$ cat config.mk
export PLATFORM = sky130hd
export DESIGN_NAME = cpu6502_lite
export DESIGN_NICKNAME = d
export VERILOG_FILES = /design/src/rtl/cpu6502_pkg.sv /design/src/rtl/cpu6502_decode.sv /design/src/rtl/cpu6502_lite.sv
export SDC_FILE = /design/constraint.sdc
export NUM_CORES = 1
export LEC_CHECK = 0
export BUFFER_PORTS_ARGS = -buffer_cell sky130_fd_sc_hd__buf_2
export CAP_MARGIN = 20
export CORE_UTILIZATION = 51
export DETAILED_ROUTE_END_ITERATION = 10
export PLACE_DENSITY = 0.81
export SYNTH_ARGS = -nofsm -noshare
export SYNTH_HDL_FRONTEND = slang
export SYNTH_HIERARCHICAL = 1
export SYNTH_SLANG_ARGS = --single-unit
$ cat constraint.sdc
create_clock -name clk -period 6.1 [get_ports clk]
set_input_delay 0 -clock clk [delete_from_list [all_inputs] [get_ports clk]]
set_output_delay 0 -clock clk [all_outputs]
set_load 0.01 [all_outputs]
$ cat src/rtl/cpu6502_pkg.sv
// Shared types and constants for the cpu6502_lite core:
// sequencer states, opcode classes, register selects and opcodes.
package cpu6502_pkg;

    typedef enum logic [3:0] {
        VEC_LO,
        VEC_HI,
        FETCH,
        IMM,
        EXEC,
        ABS_LO,
        ABS_HI,
        READ,
        WRITE
    } state_t;

    typedef enum logic [2:0] {
        CL_NOP,
        CL_IMM,
        CL_INC,
        CL_XFER,
        CL_STORE,
        CL_LDABS,
        CL_JMP
    } op_class_t;

    typedef enum logic [1:0] {
        REG_A,
        REG_X,
        REG_Y
    } reg_sel_t;

    typedef struct packed {
        op_class_t cls;
        reg_sel_t  tgt;
        logic      illegal;
    } dec_t;

    localparam logic [7:0] OP_LDA_IMM = 8'hA9;
    localparam logic [7:0] OP_LDX_IMM = 8'hA2;
    localparam logic [7:0] OP_LDY_IMM = 8'hA0;
    localparam logic [7:0] OP_NOP     = 8'hEA;
    localparam logic [7:0] OP_INX     = 8'hE8;
    localparam logic [7:0] OP_INY     = 8'hC8;
    localparam logic [7:0] OP_TAX     = 8'hAA;
    localparam logic [7:0] OP_TXA     = 8'h8A;
    localparam logic [7:0] OP_STA_ABS = 8'h8D;
    localparam logic [7:0] OP_STX_ABS = 8'h8E;
    localparam logic [7:0] OP_STY_ABS = 8'h8C;
    localparam logic [7:0] OP_LDA_ABS = 8'hAD;
    localparam logic [7:0] OP_JMP_ABS = 8'h4C;

    localparam logic [15:0] VECTOR_DEFAULT = 16'hFFFC;

endpackage

$ cat src/rtl/cpu6502_decode.sv
// Opcode decoder: maps an opcode byte to its execution class,
// the register it targets, and whether it is unsupported.
module cpu6502_decode
    import cpu6502_pkg::*;
(
    input  logic [7:0] opcode_i,
    output dec_t       dec_o
);

    // Pure lookup; anything unknown becomes an illegal 2-cycle NOP.
    always_comb begin
        dec_o = '{cls: CL_NOP, tgt: REG_A, illegal: 1'b0};
        case (opcode_i)
            OP_LDA_IMM: dec_o = '{cls: CL_IMM,   tgt: REG_A, illegal: 1'b0};
            OP_LDX_IMM: dec_o = '{cls: CL_IMM,   tgt: REG_X, illegal: 1'b0};
            OP_LDY_IMM: dec_o = '{cls: CL_IMM,   tgt: REG_Y, illegal: 1'b0};
            OP_NOP:     dec_o = '{cls: CL_NOP,   tgt: REG_A, illegal: 1'b0};
            OP_INX:     dec_o = '{cls: CL_INC,   tgt: REG_X, illegal: 1'b0};
            OP_INY:     dec_o = '{cls: CL_INC,   tgt: REG_Y, illegal: 1'b0};
            OP_TAX:     dec_o = '{cls: CL_XFER,  tgt: REG_X, illegal: 1'b0};
            OP_TXA:     dec_o = '{cls: CL_XFER,  tgt: REG_A, illegal: 1'b0};
            OP_STA_ABS: dec_o = '{cls: CL_STORE, tgt: REG_A, illegal: 1'b0};
            OP_STX_ABS: dec_o = '{cls: CL_STORE, tgt: REG_X, illegal: 1'b0};
            OP_STY_ABS: dec_o = '{cls: CL_STORE, tgt: REG_Y, illegal: 1'b0};
            OP_LDA_ABS: dec_o = '{cls: CL_LDABS, tgt: REG_A, illegal: 1'b0};
            OP_JMP_ABS: dec_o = '{cls: CL_JMP,   tgt: REG_A, illegal: 1'b0};
            default:    dec_o = '{cls: CL_NOP,   tgt: REG_A, illegal: 1'b1};
        endcase
    end

endmodule

$ cat src/rtl/cpu6502_lite.sv
// Minimal 6502-style core: reset vector fetch, immediate/absolute
// loads, absolute stores, JMP, INX/INY/TAX/TXA, with rdy stalls.
module cpu6502_lite
    import cpu6502_pkg::*;
#(
    parameter int          BOOT_MODE   = 0,
    parameter logic [15:0] VECTOR_ADDR = VECTOR_DEFAULT,
    parameter logic [15:0] RESET_PC    = 16'h0200
) (
    input  logic        clk,
    input  logic        reset,
    input  logic [7:0]  di,
    input  logic        rdy,
    output logic [15:0] ab,
    output logic [7:0]  dout,
    output logic        we,
    output logic        sync,
    output logic        illegal,
    output logic [7:0]  a_out,
    output logic [7:0]  x_out,
    output logic [7:0]  y_out,
    output logic        flag_z,
    output logic        flag_n
);

    localparam state_t      RST_STATE = (BOOT_MODE == 1) ? FETCH : VEC_LO;
    localparam logic [15:0] RST_PC    = (BOOT_MODE == 1) ? RESET_PC : 16'h0000;

    state_t      state_q, state_d;
    op_class_t   cls_q, cls_d;
    reg_sel_t    tgt_q, tgt_d;
    logic [15:0] pc_q, pc_d;
    logic [7:0]  lo_q, lo_d, hi_q, hi_d;
    logic [7:0]  a_q, a_d, x_q, x_d, y_q, y_d;
    logic        z_q, z_d, n_q, n_d, ill_q, ill_d;
    logic [7:0]  src, res;
    logic        ld;
    dec_t        dec;

    cpu6502_decode u_decode (
        .opcode_i (di),
        .dec_o    (dec)
    );

    // Register named by the latched target select.
    always_comb begin
        src = a_q;
        case (tgt_q)
            REG_X:   src = x_q;
            REG_Y:   src = y_q;
            default: ;
        endcase
    end

    // Sequencer next state; WRITE always advances, others wait on rdy.
    always_comb begin
        state_d = state_q;
        cls_d   = cls_q;
        tgt_d   = tgt_q;
        pc_d    = pc_q;
        lo_d    = lo_q;
        hi_d    = hi_q;
        a_d     = a_q;
        x_d     = x_q;
        y_d     = y_q;
        z_d     = z_q;
        n_d     = n_q;
        ill_d   = ill_q;
        res     = di;
        ld      = 1'b0;
        if (rdy || state_q == WRITE) begin
            ill_d = 1'b0;
            case (state_q)
                VEC_LO: begin
                    lo_d    = di;
                    state_d = VEC_HI;
                end
                VEC_HI: begin
                    pc_d    = {di, lo_q};
                    state_d = FETCH;
                end
                FETCH: begin
                    pc_d  = pc_q + 16'd1;
                    cls_d = dec.cls;
                    tgt_d = dec.tgt;
                    ill_d = dec.illegal;
                    case (dec.cls)
                        CL_IMM:   state_d = IMM;
                        CL_STORE,
                        CL_LDABS,
                        CL_JMP:   state_d = ABS_LO;
                        default:  state_d = EXEC;
                    endcase
                end
                IMM: begin
                    pc_d    = pc_q + 16'd1;
                    ld      = 1'b1;
                    state_d = FETCH;
                end
                EXEC: begin
                    case (cls_q)
                        CL_INC: begin
                            ld  = 1'b1;
                            res = src + 8'd1;
                        end
                        CL_XFER: begin
                            ld  = 1'b1;
                            res = (tgt_q == REG_A) ? x_q : a_q;
                        end
                        default: ;
                    endcase
                    state_d = FETCH;
                end
                ABS_LO: begin
                    lo_d    = di;
                    pc_d    = pc_q + 16'd1;
                    state_d = ABS_HI;
                end
                ABS_HI: begin
                    hi_d = di;
                    if (cls_q == CL_JMP) begin
                        pc_d    = {di, lo_q};
                        state_d = FETCH;
                    end else begin
                        pc_d    = pc_q + 16'd1;
                        state_d = (cls_q == CL_STORE) ? WRITE : READ;
                    end
                end
                READ: begin
                    ld      = 1'b1;
                    state_d = FETCH;
                end
                WRITE:   state_d = FETCH;
                default: state_d = FETCH;
            endcase
            if (ld) begin
                case (tgt_q)
                    REG_X:   x_d = res;
                    REG_Y:   y_d = res;
                    default: a_d = res;
                endcase
                z_d = (res == 8'h00);
                n_d = res[7];
            end
        end
    end

    // State registers; reset aborts any cycle in flight.
    always_ff @(posedge clk or posedge reset) begin
        if (reset) begin
            state_q <= RST_STATE;
            cls_q   <= CL_NOP;
            tgt_q   <= REG_A;
            pc_q    <= RST_PC;
            lo_q    <= 8'h00;
            hi_q    <= 8'h00;
            a_q     <= 8'h00;
            x_q     <= 8'h00;
            y_q     <= 8'h00;
            z_q     <= 1'b0;
            n_q     <= 1'b0;
            ill_q   <= 1'b0;
        end else begin
            state_q <= state_d;
            cls_q   <= cls_d;
            tgt_q   <= tgt_d;
            pc_q    <= pc_d;
            lo_q    <= lo_d;
            hi_q    <= hi_d;
            a_q     <= a_d;
            x_q     <= x_d;
            y_q     <= y_d;
            z_q     <= z_d;
            n_q     <= n_d;
            ill_q   <= ill_d;
        end
    end

    // Address bus follows the current state directly.
    always_comb begin
        ab = pc_q;
        case (state_q)
            VEC_LO:      ab = VECTOR_ADDR;
            VEC_HI:      ab = VECTOR_ADDR + 16'd1;
            READ, WRITE: ab = {hi_q, lo_q};
            default:     ;
        endcase
    end

    assign we      = (state_q == WRITE);
    assign dout    = we ? src : 8'h00;
    assign sync    = (state_q == FETCH);
    assign illegal = ill_q;
    assign a_out   = a_q;
    assign x_out   = x_q;
    assign y_out   = y_q;
    assign flag_z  = z_q;
    assign flag_n  = n_q;

endmodule

==> run summary <==
Iteration-0 DRC Markers: 383
Internal power: 0.00127 W
Reg2reg setup slack: 3.11 ns
Peak Freq: 335 MHz
Unrepaired setup endpoints after global routing: no
DP Area: 4630 um2
Critical path class: flop to flop
Largest net degree at the start of global routing: 69
Mapped cell area: 4270 um2
Initial Util: 52.3%
Combinational Power Share: 45.4%
Hold/Removal Path Class: primary input to flop
Register share of total power: 36.6%
Worst-path maximum fanout: 20
Drt drc: 0
# setup viols final: 0
Final net count: 564
# IOs: 64
CTS clock-pin slew for the worst setup and hold paths: 0.08 ns
Outcome: completed
Yosys synthesis warning count: 6
Avg Inst Size Synth: 8.61 um2
P_leak: 2.21 nW
First-pass GRT wire length: 18700 um
Multi-input combinational cell area: 2390 um2
Synth unique cells: 55
Total core area: 8180 um2
Worst-margin pin slew: 0.876 ns
Die area: 8750 um2
Antenna Cells: 0
Number of global-route vias before repair: 3693
Clock Skews: 0.0138 ns
Ys flop type: dfrtp_1
Clock Tree Root: clkbuf_8
FP Rows: 33
Via/cell ratio: 6.12
Period minus WS final: 2.99 ns
Final HPWL DP: 7750 um
Antenna violations before repair: 0
Port bufs: 63
CTS tree: yes
Critical Path Max Stage Delay: 0.69 ns
PD cells: 455 nW/um2
Post-synth EDFFs: 0
Switching portion of total power: 42.5%
Critical Path AT: 3.22 ns
Setup tns final: 0 ns
CTS sink count: 68
FF+latch count, synth: 68
Final-report hold violation count: 0
Crit path capture: a_out[5]
Post-CTS Repair Setup Buffers: 0
Initial DRT Pass Iterations: 5
Cell area after layout: 4860 um2
Crit. End Element: flop
H-Tree Depth: 3
P_sw: 0.000938 W
Via count: 4019
Sequential share of the synthesized area: 39.8%
Max Cap Violations: 0
Register area: 1700 um2
Syn nets: 511
Worst setup path start: state_q[0]
GRT overflow: 0
RR Startpoint: state_q[0]
GRT Total Usage: 27.6%
Routed WL: 11400 um
Die Span Y: 93.5 um
Gpl congestion: 0.898
Syn Inst Count: 496
CTS buffer count: 9
CP Launch Type: flop
Rel. slew slack: 41.4%
Area grow syn2layout: 13.6%
Fill cells: 747
Routed Antenna Nets: 0
Max rail drop VDD: 0.248 mV
Slowest CP cell: nor2_1
Die Width: 93.5 um
Critical Path RT: 6.33 ns
Final Max Slew Viols: 0
Period utilisation layout: 49.0%
Fraction of layout cells with a size suffix above 1: 24.6%
DR WL/cell: 17.4 um
Max Root-Sink Buffers: 2
R2R cell count: 6
Worst-Skew Late Latency: 0.35 ns
Post-Layout Cell Count: 657
Synth async-reset ratio: 100%
Placed insts: 641
Worst-path cell chain: nor2_1, nand4b_1, nand2_1, nand2_1, nor2_1, mux2_2
Clock power share: 18.0%
Reg2reg end: a_out[5]
-- Yosys cell counts (9+ instances only) --
cell	count	area, um2
o22ai_1	9	56.3
o21ai_0	27	135
a21oi_1	43	215
nor2_1	46	173
clkbuf_1	18	67.6
dfrtp_1	68	1700
nand3_1	30	150
mux2_2	35	394
inv_1	12	45.0
mux2i_1	12	120
nor3_1	14	70.1
nand2_1	79	297
-- cell families (layout without fill, tap and decap cells) --
group | count (synthesis) | count (layout) | synth area share, %
adders and majority gates | 4 | 4 | 1.17
buffers and inverters | 41 | 97 | 4.27
xor gates and xnor gates | 9 | 9 | 1.84
AOI/OAI and AO/OA | 119 | 119 | 16.8
DFF | 68 | 68 | 39.8
muxes | 50 | 50 | 13.0
and+or+nand+nor | 205 | 205 | 23.1
-- worst min path at each step --
stage	endpoint	cells after the start	slack, ns	start
global route	lo_q[7]	2	0.13	di[7]
global placement	x_out[2]	3	0.30	reset
CTS	lo_q[7]	2	0.08	di[7]
floorplan	lo_q[0]	1	0.15	di[0]
finish	lo_q[7]	2	0.10	di[7]
detailed placement	pc_q[10]	3	0.32	reset
-- sequential cells by signal (all words and copies together), names as in the netlist, 2 cells and up --
| signal | cells |
|---|---|
| a_out | 8 |
| hi_q | 8 |
| y_out | 8 |
| state_q | 4 |
| cls_q | 3 |
| x_out | 8 |
| tgt_q | 2 |
| pc_q | 16 |
| lo_q | 8 |
-- power by group through the flow --
| stage | Sequential, W | Combinational (W) | Clock, W |
|---|---|---|---|
| detailed placement | 0.000810 | 0.000995 | 0 |
| CTS | 0.000802 | 0.00100 | 0.000403 |
| global placement | 0.000796 | 0.000966 | 0 |
| global route | 0.000832 | 0.00111 | 0.000421 |
| finish | 0.000808 | 0.00100 | 0.000398 |
| floorplan | 0.000770 | 0.000719 | 0 |
-- layer usage --
layer | vias up | GRT usage, % | wire [um]
met5 | - | 0 | 0
met4 | 0 | 12.3 | 278
met3 | 31 | 3.66 | 724
met2 | 194 | 43.2 | 5370
met1 | 1928 | 38.3 | 5040
li1 | 1866 | - | -
-- worst max-delay path, delay by kind of cell, from the launching register on --
family | cells | cell delay [ns]
flops | 1 | 0.50
mux | 1 | 0.41
simple gates | 5 | 1.96
-- final cells by class --
class / instances / share of cell area, %
Multi-Input combinational cell: 387 / 49.3
Clock inverter: 1 / 0.618
Clock buffer: 13 / 3.68
Sequential cell: 68 / 35.0
Timing Repair Buffer: 70 / 7.68
Inverter: 13 / 1.00
Tap cell: 105 / 2.71
-- cell usage in the layout (no fill, tap or decap), types with 4 or more instances in the layout --
cell | synthesis | layout
nand2_1 | 79 | 79
a21oi_1 | 43 | 42
a22o_1 | 7 | 7
dfrtp_1 | 68 | 68
a22oi_1 | 5 | 5
nand3_1 | 30 | 30
mux2_2 | 35 | 35
buf_4 | 2 | 5
o21ai_1 | 7 | 7
clkbuf_8 | 0 | 13
nor2_1 | 46 | 46
xnor2_1 | 6 | 6
o21ai_0 | 27 | 27
nor2b_1 | 7 | 7
inv_1 | 12 | 11
nor3_1 | 14 | 14
a31oi_1 | 4 | 4
ha_1 | 4 | 4
buf_2 | 5 | 63
mux2i_1 | 12 | 12
o22ai_1 | 9 | 9
-- metrics by stage --
step | hold slack (ns) | total power [W] | utilization, % | setup WS, ns
after detailed placement | 0.316 | 0.00180 | 56.6 | 3.16
after floorplan | 0.151 | 0.00149 | - | 3.65
after global routing | 0.129 | 0.00236 | 59.4 | 2.94
after CTS | 0.0840 | 0.00221 | 59.4 | 3.14
after global placement | 0.303 | 0.00176 | 56.5 | 3.28
final | 0.103 | 0.00221 | 59.4 | 3.11
-- repair_timing --
item                      in CTS  in global routing
hold endpoints to repair      70                  0
resized for setup              0                  0
hold buffers                   2                  0
Note: power is estimated with default switching activity, not from simulation.
